`src/rtl/im_port_arbiter_if.sv`:
```
// im_port_arbiter_if
//   Bundles the fetch, loader and instruction-RAM signals of im_port_arbiter.
//   slave  : the arbiter's view (requests and RAM read data in; grants,
//            responses and RAM controls out).
//   master : the environment's view (fetch unit, loader and RAM model).
//   Fetch  : f_req, f_pc -> f_gnt, f_valid, f_instr, f_fault
//   Loader : l_req, l_addr, l_wdata -> l_gnt, l_ack, l_err
//   RAM    : mem_en, mem_we, mem_addr[AW], mem_wdata <- mem_rdata
interface im_port_arbiter_if #(
  parameter int AW = 12
);
  logic          f_req;
  logic [31:0]   f_pc;
  logic          f_gnt;
  logic          f_valid;
  logic [31:0]   f_instr;
  logic          f_fault;
  logic          l_req;
  logic [31:0]   l_addr;
  logic [31:0]   l_wdata;
  logic          l_gnt;
  logic          l_ack;
  logic          l_err;
  logic          mem_en;
  logic          mem_we;
  logic [AW-1:0] mem_addr;
  logic [31:0]   mem_wdata;
  logic [31:0]   mem_rdata;

  modport slave (
    input  f_req, f_pc, l_req, l_addr, l_wdata, mem_rdata,
    output f_gnt, f_valid, f_instr, f_fault, l_gnt, l_ack, l_err,
           mem_en, mem_we, mem_addr, mem_wdata
  );

  modport master (
    output f_req, f_pc, l_req, l_addr, l_wdata, mem_rdata,
    input  f_gnt, f_valid, f_instr, f_fault, l_gnt, l_ack, l_err,
           mem_en, mem_we, mem_addr, mem_wdata
  );
endinterface

```
`src/rtl/im_port_arbiter.sv`:
```
// im_port_arbiter
//   Shares one single-port synchronous instruction RAM between the CPU fetch
//   port and a code-loader port. Byte addresses are translated to word
//   indices relative to BASE_ADDR and checked for range and alignment; a
//   faulting request is answered without touching the RAM. The loader has
//   priority, but after MAX_BURST consecutive loader grants with a fetch
//   waiting, the fetch is granted once.
// Ports
//   clk   : rising-edge clock
//   reset : asynchronous, active-low reset
//   bus   : im_port_arbiter_if.slave (fetch, loader and RAM signals)
module im_port_arbiter #(
  parameter logic [31:0] BASE_ADDR = 32'h0000_3000,
  parameter int          AW        = 12,
  parameter int          MAX_BURST = 4
) (
  input  logic             clk,
  input  logic             reset,
  im_port_arbiter_if.slave bus
);

  localparam int            BW        = $clog2(MAX_BURST + 1);
  localparam logic [BW-1:0] BURST_LIM = BW'(MAX_BURST);
  // Window size in bytes; one extra bit so 4*2**AW never overflows.
  localparam logic [32:0]   SPAN      = 33'd4 << AW;

  typedef enum logic [2:0] {
    S_IDLE   = 3'd0,
    S_RD_OK  = 3'd1,
    S_RD_FLT = 3'd2,
    S_WR_OK  = 3'd3,
    S_WR_FLT = 3'd4
  } resp_t;

  // Word aligned and inside the window; an address below BASE_ADDR wraps
  // to a huge offset and is rejected by the same compare.
  function automatic logic addr_ok(input logic [1:0] lsb, input logic [31:0] off);
    return (lsb == 2'b00) && ({1'b0, off} < SPAN);
  endfunction

  logic [31:0]   w_f_off;
  logic [31:0]   w_l_off;
  logic          w_f_ok;
  logic          w_l_ok;
  logic          w_f_gnt;
  logic          w_l_gnt;
  logic [BW-1:0] w_bcnt_nxt;
  resp_t         w_state_nxt;
  logic          w_f_valid_nxt;
  logic          w_f_fault_nxt;
  logic          w_l_ack_nxt;
  logic          w_l_err_nxt;

  resp_t         r_state;
  logic [BW-1:0] r_bcnt;
  logic          r_f_valid;
  logic          r_f_fault;
  logic          r_l_ack;
  logic          r_l_err;

  assign w_f_off = bus.f_pc - BASE_ADDR;
  assign w_l_off = bus.l_addr - BASE_ADDR;
  assign w_f_ok  = addr_ok(bus.f_pc[1:0], w_f_off);
  assign w_l_ok  = addr_ok(bus.l_addr[1:0], w_l_off);

  // Arbitration, RAM drive and burst-counter update for the current cycle.
  always_comb begin
    w_l_gnt       = 1'b0;
    w_f_gnt       = 1'b0;
    w_bcnt_nxt    = r_bcnt;
    bus.mem_en    = 1'b0;
    bus.mem_we    = 1'b0;
    bus.mem_addr  = w_f_off[AW+1:2];
    bus.mem_wdata = bus.l_wdata;

    // Loader wins unless the waiting fetch has already lost MAX_BURST times.
    if (bus.l_req && !(bus.f_req && (r_bcnt == BURST_LIM))) begin
      w_l_gnt = 1'b1;
    end else begin
      w_f_gnt = bus.f_req;
    end

    if (w_l_gnt) begin
      bus.mem_en   = w_l_ok;
      bus.mem_we   = w_l_ok;
      bus.mem_addr = w_l_off[AW+1:2];
    end else if (w_f_gnt) begin
      bus.mem_en   = w_f_ok;
    end else begin
      bus.mem_en   = 1'b0;
    end

    if (!bus.f_req || w_f_gnt) begin
      w_bcnt_nxt = {BW{1'b0}};
    end else if (w_l_gnt && (r_bcnt < BURST_LIM)) begin
      w_bcnt_nxt = r_bcnt + {{(BW-1){1'b0}}, 1'b1};
    end else begin
      w_bcnt_nxt = r_bcnt;
    end
  end

  // Next response state and the response flags it implies.
  always_comb begin
    w_state_nxt   = S_IDLE;
    w_f_valid_nxt = 1'b0;
    w_f_fault_nxt = 1'b0;
    w_l_ack_nxt   = 1'b0;
    w_l_err_nxt   = 1'b0;

    if (w_l_gnt) begin
      w_state_nxt = w_l_ok ? S_WR_OK : S_WR_FLT;
    end else if (w_f_gnt) begin
      w_state_nxt = w_f_ok ? S_RD_OK : S_RD_FLT;
    end else begin
      w_state_nxt = S_IDLE;
    end

    case (w_state_nxt)
      S_RD_OK:  w_f_valid_nxt = 1'b1;
      S_RD_FLT: begin
        w_f_valid_nxt = 1'b1;
        w_f_fault_nxt = 1'b1;
      end
      S_WR_OK:  w_l_ack_nxt = 1'b1;
      S_WR_FLT: begin
        w_l_ack_nxt = 1'b1;
        w_l_err_nxt = 1'b1;
      end
      default: begin
        w_f_valid_nxt = 1'b0;
        w_l_ack_nxt   = 1'b0;
      end
    endcase
  end

  // State, burst counter and registered response flags.
  always_ff @(posedge clk or negedge reset) begin
    if (!reset) begin
      r_state   <= S_IDLE;
      r_bcnt    <= {BW{1'b0}};
      r_f_valid <= 1'b0;
      r_f_fault <= 1'b0;
      r_l_ack   <= 1'b0;
      r_l_err   <= 1'b0;
    end else begin
      r_state   <= w_state_nxt;
      r_bcnt    <= w_bcnt_nxt;
      r_f_valid <= w_f_valid_nxt;
      r_f_fault <= w_f_fault_nxt;
      r_l_ack   <= w_l_ack_nxt;
      r_l_err   <= w_l_err_nxt;
    end
  end

  assign bus.f_gnt   = w_f_gnt;
  assign bus.l_gnt   = w_l_gnt;
  assign bus.f_valid = r_f_valid;
  assign bus.f_fault = r_f_fault;
  assign bus.l_ack   = r_l_ack;
  assign bus.l_err   = r_l_err;
  // RAM read data arrives the cycle after the grant, so it is passed through
  // rather than registered again; faults and idle cycles read as zero.
  assign bus.f_instr = (r_state == S_RD_OK) ? bus.mem_rdata : 32'h0000_0000;

endmodule

```
`src/flat_wrapper.sv`:
```
// flat-port wrapper written by rule: the top's interface ports become plain ports
module im_port_arbiter_flat 
#(
  parameter logic [31:0] BASE_ADDR = 32'h0000_3000,
  parameter int          AW        = 12,
  parameter int          MAX_BURST = 4
)
  (clk, reset, bus_f_req, bus_f_pc, bus_l_req, bus_l_addr, bus_l_wdata, bus_mem_rdata, bus_f_gnt, bus_f_valid, bus_f_instr, bus_f_fault, bus_l_gnt, bus_l_ack, bus_l_err, bus_mem_en, bus_mem_we, bus_mem_addr, bus_mem_wdata);
  im_port_arbiter_if #(.AW(AW)) bus_i ();
  input  logic clk;
  input  logic reset;
  input wire logic [$bits(bus_i.f_req)-1:0] bus_f_req;
  input wire logic [$bits(bus_i.f_pc)-1:0] bus_f_pc;
  input wire logic [$bits(bus_i.l_req)-1:0] bus_l_req;
  input wire logic [$bits(bus_i.l_addr)-1:0] bus_l_addr;
  input wire logic [$bits(bus_i.l_wdata)-1:0] bus_l_wdata;
  input wire logic [$bits(bus_i.mem_rdata)-1:0] bus_mem_rdata;
  output wire logic [$bits(bus_i.f_gnt)-1:0] bus_f_gnt;
  output wire logic [$bits(bus_i.f_valid)-1:0] bus_f_valid;
  output wire logic [$bits(bus_i.f_instr)-1:0] bus_f_instr;
  output wire logic [$bits(bus_i.f_fault)-1:0] bus_f_fault;
  output wire logic [$bits(bus_i.l_gnt)-1:0] bus_l_gnt;
  output wire logic [$bits(bus_i.l_ack)-1:0] bus_l_ack;
  output wire logic [$bits(bus_i.l_err)-1:0] bus_l_err;
  output wire logic [$bits(bus_i.mem_en)-1:0] bus_mem_en;
  output wire logic [$bits(bus_i.mem_we)-1:0] bus_mem_we;
  output wire logic [$bits(bus_i.mem_addr)-1:0] bus_mem_addr;
  output wire logic [$bits(bus_i.mem_wdata)-1:0] bus_mem_wdata;
  assign bus_i.f_req = bus_f_req;
  assign bus_i.f_pc = bus_f_pc;
  assign bus_i.l_req = bus_l_req;
  assign bus_i.l_addr = bus_l_addr;
  assign bus_i.l_wdata = bus_l_wdata;
  assign bus_i.mem_rdata = bus_mem_rdata;
  assign bus_f_gnt = bus_i.f_gnt;
  assign bus_f_valid = bus_i.f_valid;
  assign bus_f_instr = bus_i.f_instr;
  assign bus_f_fault = bus_i.f_fault;
  assign bus_l_gnt = bus_i.l_gnt;
  assign bus_l_ack = bus_i.l_ack;
  assign bus_l_err = bus_i.l_err;
  assign bus_mem_en = bus_i.mem_en;
  assign bus_mem_we = bus_i.mem_we;
  assign bus_mem_addr = bus_i.mem_addr;
  assign bus_mem_wdata = bus_i.mem_wdata;
  im_port_arbiter #(.BASE_ADDR(BASE_ADDR), .AW(AW), .MAX_BURST(MAX_BURST)) u_core (.clk(clk), .reset(reset), .bus(bus_i));
endmodule
```
`config.mk`:
```
export PLATFORM = sky130hd
export DESIGN_NAME = im_port_arbiter_flat
export DESIGN_NICKNAME = d
export VERILOG_FILES = /design/src/rtl/im_port_arbiter_if.sv /design/src/rtl/im_port_arbiter.sv /design/src/flat_wrapper.sv
export SDC_FILE = /design/constraint.sdc
export NUM_CORES = 1
export LEC_CHECK = 0
export ABC_AREA = 1
export CORE_ASPECT_RATIO = 0.7
export CORE_MARGIN = 5
export CORE_UTILIZATION = 27
export DETAILED_ROUTE_END_ITERATION = 10
export PLACE_DENSITY_LB_ADDON = 0.3
export SETUP_SLACK_MARGIN = 0.5
export SLEW_MARGIN = 15
export SYNTH_ARGS = -nofsm -noshare
export SYNTH_HDL_FRONTEND = slang
export SYNTH_SLANG_ARGS = --single-unit
```
`constraint.sdc`:
```
create_clock -name clk -period 1.4 [get_ports clk]
set_input_delay 0.21 -clock clk [delete_from_list [all_inputs] [get_ports clk]]
set_output_delay 0.21 -clock clk [all_outputs]
set_load 0.02 [all_outputs]
```
# Word-level counts from Yosys, hierarchy flattened
# Cells that the tools add are included.
op_classes:
  n_reduce_logical: 13
  eq_ne: 6
  n_lt_le_gt_ge: 3
  n_addsub: 3
  n_mux: 17
ops:
  columns: ["operator", "n"]
  rows:
  - ["< comparator 32 x 15 -> 1 bit, second input constant", 2]
  - ["subtractor 32 x 14 -> 32 bit, second input constant", 2]
  - ["2-to-1 mux 32 bit", 1]
  - ["2-to-1 mux 3 bit", 5]
  - ["2-to-1 mux 12 bit", 1]
  - ["2-to-1 mux 1 bit", 9]
  - ["equality test 3 x 1 -> 1 bit, second input constant", 2]
  - ["equality test 3 x 2 -> 1 bit, second input constant", 2]
  - ["equality test 3 bit, second input constant", 2]
  - ["logical AND 1 bit", 5]
  - ["zero test 2 bit", 2]
  - ["OR reduction 2 bit", 2]
  - ["adder 3 x 1 -> 3 bit, second input constant", 1]
  - ["< comparator 3 bit, second input constant", 1]
  - ["zero test 1 bit", 2]
  - ["2-to-1 mux 2 bit", 1]
  - ["nonzero test 2 bit", 1]
  - ["logical OR 1 bit", 1]
word_totals:
  elab_cells: 48
  out_inout_bits: 84
  in_bits: 132
  register_bits: 10

# Logic depth before layout (Yosys ltp)
logic_depth:
  ltp_word: 10
  depth_mapped: 12
  ltp_nobuf: 12

# Worst setup path before layout
# OpenSTA, ideal clock, no wires.
synth_path:
  path_kind: "reg-to-output"
  startpoint: "register u_core.r_state[1]"
  endpoint: "output port bus_f_instr[10]"
  required_ps: 1190
  setup_slack_ps: -221
  path_stages_with_launch: 5
  n_path_buf: 2
  t_arrival_ps: 1411
  path_cell_list: "dfrtp_1 or3b_2 clkbuf_1 clkbuf_1 nor2_1"
synth_between:
  elab_chain_len: 2
synth_lines:
  columns: ["element", "line", "text"]
  rows:
  - ["from (decl)", "im_port_arbiter.sv:54", "resp_t r_state;"]
  - ["from (signal assigned)", "im_port_arbiter.sv:146", "r_state <= w_state_nxt;"]
  - ["equality test 3 x 1 -> 1 bit", "im_port_arbiter.sv:163", "assign bus.f_instr = (r_state == S_RD_OK) ? bus.mem_rdata : 32'h0000_0000;"]
  - ["2-to-1 mux 32 bit", "im_port_arbiter.sv:163", null]
  - ["to (decl)", "flat_wrapper.sv:20", "output wire logic [$bits(bus_i.f_instr)-1:0] bus_f_instr;"]
# No other way between the ends.

# Worst setup path after layout
layout_path:
  startpoint: "register u_core.r_state[1]"
  endpoint: "output port bus_f_instr[14]"
# Same word-level chain as after synthesis.

==> flow_metrics.env <==
export IMPL_status="complete, but fails checks"
export IMPL_reg2reg_slack_ps=-220
export IMPL_power_w=0.00175
export IMPL_syn_cell_area_um2=2070
export IMPL_yosys_top_cells_count="nand2_1 (124), nor2_1 (95), inv_1 (69)"
export IMPL_r2r_start="u_core.r_bcnt[0]"
export IMPL_numCtsBuffers=3
export IMPL_wl_per_cell_um=14.8
export IMPL_placed_cell_area_um2=4430
export IMPL_clk_pin_slew_worst_paths_ps=50
export IMPL_finalMaxSlewViolations=0
export IMPL_io_buffers=151
export IMPL_met2_length_um=5510
export IMPL_fin_nets=739
export IMPL_synth_area_leaders="nand2_1 (23%), nor2_1 (17%), inv_1 (13%)"
export IMPL_grt_pass1_wl_um=15500
export IMPL_cts_max_level=1
export IMPL_cts_path_max_buffers=2
export IMPL_yosysWarnings=0
export IMPL_antennaDiodeCount=0
export IMPL_postRouteAntennaNets=0
export IMPL_vias_per_cell=4.40
export IMPL_worstSetupPathType="flop to output port"
export IMPL_holdCritPathClass="primary input to async pin"
export IMPL_netlist_area_leader_share_pct=22.5
export IMPL_synth_edff_count=0
export IMPL_cp_required_ps=1190
export IMPL_hold_viol_final=0
export IMPL_m1WireLength_um=3930
export IMPL_synth_ff_type="dfrtp_1"
export IMPL_cts_hold_buf=0
export IMPL_p_leak_nw=2.50
export IMPL_finalInstanceArea_um2=5150
export IMPL_final_cells=700
export IMPL_ios=216
export IMPL_endpoint_kind="output port"
export IMPL_grt_max_degree=14
export IMPL_period_needed_ps=1800
export IMPL_antenna_found_initial=0
export IMPL_drt_iter0_markers=72
export IMPL_nFillCells=604
export IMPL_fin_crit_sh_pct=128
export IMPL_clock_sinks=10
export IMPL_drive_gt1_share_pct=53.5
export IMPL_rsz0062_at_grt="yes"
export IMPL_routabilityCongestion=0.937
export IMPL_dpl_cell_count=668
export IMPL_syn_avg_cell_area_um2=5.08
export IMPL_maxCapViolCount=0
export IMPL_maxSlewHeadroom_pct=68.7
export IMPL_cts_root_buffer="clkbuf_8"
export IMPL_max_slew_worst_pin_slew_ps=468
export IMPL_skew_ps=1.18
export IMPL_dr_max_layer_used="met4"
export IMPL_r2r_end="u_core.r_bcnt[1]"
export IMPL_firstDrtPassIters=4
export IMPL_dieArea_um2=9530
export IMPL_yosysMostFrequentCell="nand2_1"
export IMPL_vdd_drop_max_v=0.000267
export IMPL_die_w_um=115
export IMPL_grt_use_total_pct=19.8
export IMPL_syn_inst=407
export IMPL_initial_utilization_pct=28.0
export IMPL_seq_area_frac_synth_pct=12.1
export IMPL_holdWs_ps=299
export IMPL_violations="negative setup slack"
export IMPL_async_flop_share_pct=100
export IMPL_drt_total_wl_um=10400
export IMPL_route_met3_wl_um=793
export IMPL_setup_ws_ps=-396
export IMPL_synthesis_nets=543
export IMPL_yosysTopAreaCell="nand2_1"
export IMPL_arrival_ps=1590
export IMPL_clock_latency_ps=230
export IMPL_rr_worst_depth=12
export IMPL_start_kind="flop"
export IMPL_drc=0
export IMPL_grt_overflow=0
export IMPL_setup_viol=55
export IMPL_grt_pass1_vias=3142
export IMPL_chipHeight_um=83.2
export IMPL_path_max_fanout=6
export IMPL_cts_tree="built"
export IMPL_area_delta_synth_final_pct=149
export IMPL_dr_total_vias=3077
export IMPL_fmax_mhz=557
export IMPL_coreArea_um2=7380
export IMPL_hpwl_um=8350
export IMPL_power_density_nw_per_um2=339
export IMPL_rows=26
export IMPL_synth_cell_type_count=26
export IMPL_ys_ff_latch=10
-- logic make-up (layout without fill, tap and decap cells) --
logic type | Yosys count | count (layout) | share of synthesized area [%]
adders and majority gates | 4 | 4 | 2.42
AOI/OAI and AO/OA | 9 | 9 | 2.18
muxes | 1 | 1 | 0.485
buffers and inverters | 111 | 306 | 26.0
xor gates and xnor gates | 1 | 1 | 0.424
DFF | 10 | 10 | 12.1
and+or+nand+nor | 271 | 271 | 56.3
-- metrics by stage --
step                worst slack (ps)  utilization (%)  TNS (ps)
floorplan                      -57.0                -     -1090
global placement               -1250             60.0    -30710
finish                          -396             69.8    -15960
CTS                             -371             65.4    -14860
detailed placement             -1290             60.0    -31150
global route                    -484             69.8    -18620
-- layout by cell type, fill, tap and decap left out, drive strengths merged --
cell,instances
buf,155
nand2,128
nor2,108
inv,73
clkdlybuf4s50,57
nand3,22
dfrtp,10
clkdlybuf4s15,8
dlygate4sd2,7
clkbuf,6
o21ai,5
nand4,4
a21oi,4
ha,4
nand3b,3
and2,3
nor3,2
or3b,1
xor2,1
mux2i,1
-- sequential cells by signal (all words and copies together) (netlist names) --
register and cells:
u_core.r_state 3, u_core.bus.l_err 1, u_core.bus.l_ack 1, u_core.bus.f_valid 1, u_core.bus.f_fault 1, u_core.r_bcnt 3
-- repair_timing --
item	in CTS	in global routing
gates resized for setup	512	73
gates cloned	1	1
setup buffers	15	11
setup endpoints to repair	62	62
pin swaps	102	46
-- layout make-up --
cell class                      instances  area (µm²)  share of cell area (%)
Timing Repair Buffer                  229        2330                    45.3
Clock buffer                            4        55.1                    1.07
Multi-Input combinational cell        286        2100                    40.7
Sequential cell                        10         250                    4.86
Tap cell                               98         123                    2.38
Inverter                               73         294                    5.71
-- power by group --
group	total, W	switching (W)	internal (W)	leakage (nW)
Sequential	0.000308	0.00000670	0.000301	0.128
Combinational	0.00108	0.000501	0.000576	2.35
Clock	0.000362	0.000115	0.000247	0.0288
Total	0.00175	0.000623	0.00113	2.50
-- worst max-delay path by stage --
stage,start,end,slack (ps),cells past startpoint
after floorplan,bus_l_addr[12],bus_mem_we,-60,12
after global placement,bus_l_addr[12],bus_mem_en,-1250,13
after CTS,u_core.r_bcnt[0],bus_mem_addr[4],-370,10
after detailed placement,bus_l_addr[12],bus_mem_en,-1290,14
after global routing,bus_f_pc[15],bus_mem_en,-480,13
final,u_core.r_state[1],bus_f_instr[14],-400,5
-- critical path, cell delays in order, from the launching register on --
cell	delay (ps)
dfrtp_1	360
or3b_4	490
buf_12	160
buf_16	140
nor2_4	80
buf_6	120
-- metal layers --
layer,vias up,track usage [%]
li1,1560,-
met1,1386,22.7
met2,115,37.2
met3,16,3.78
met4,0,4.42
met5,-,0
No activity file was read; power rests on OpenSTA's default activity.
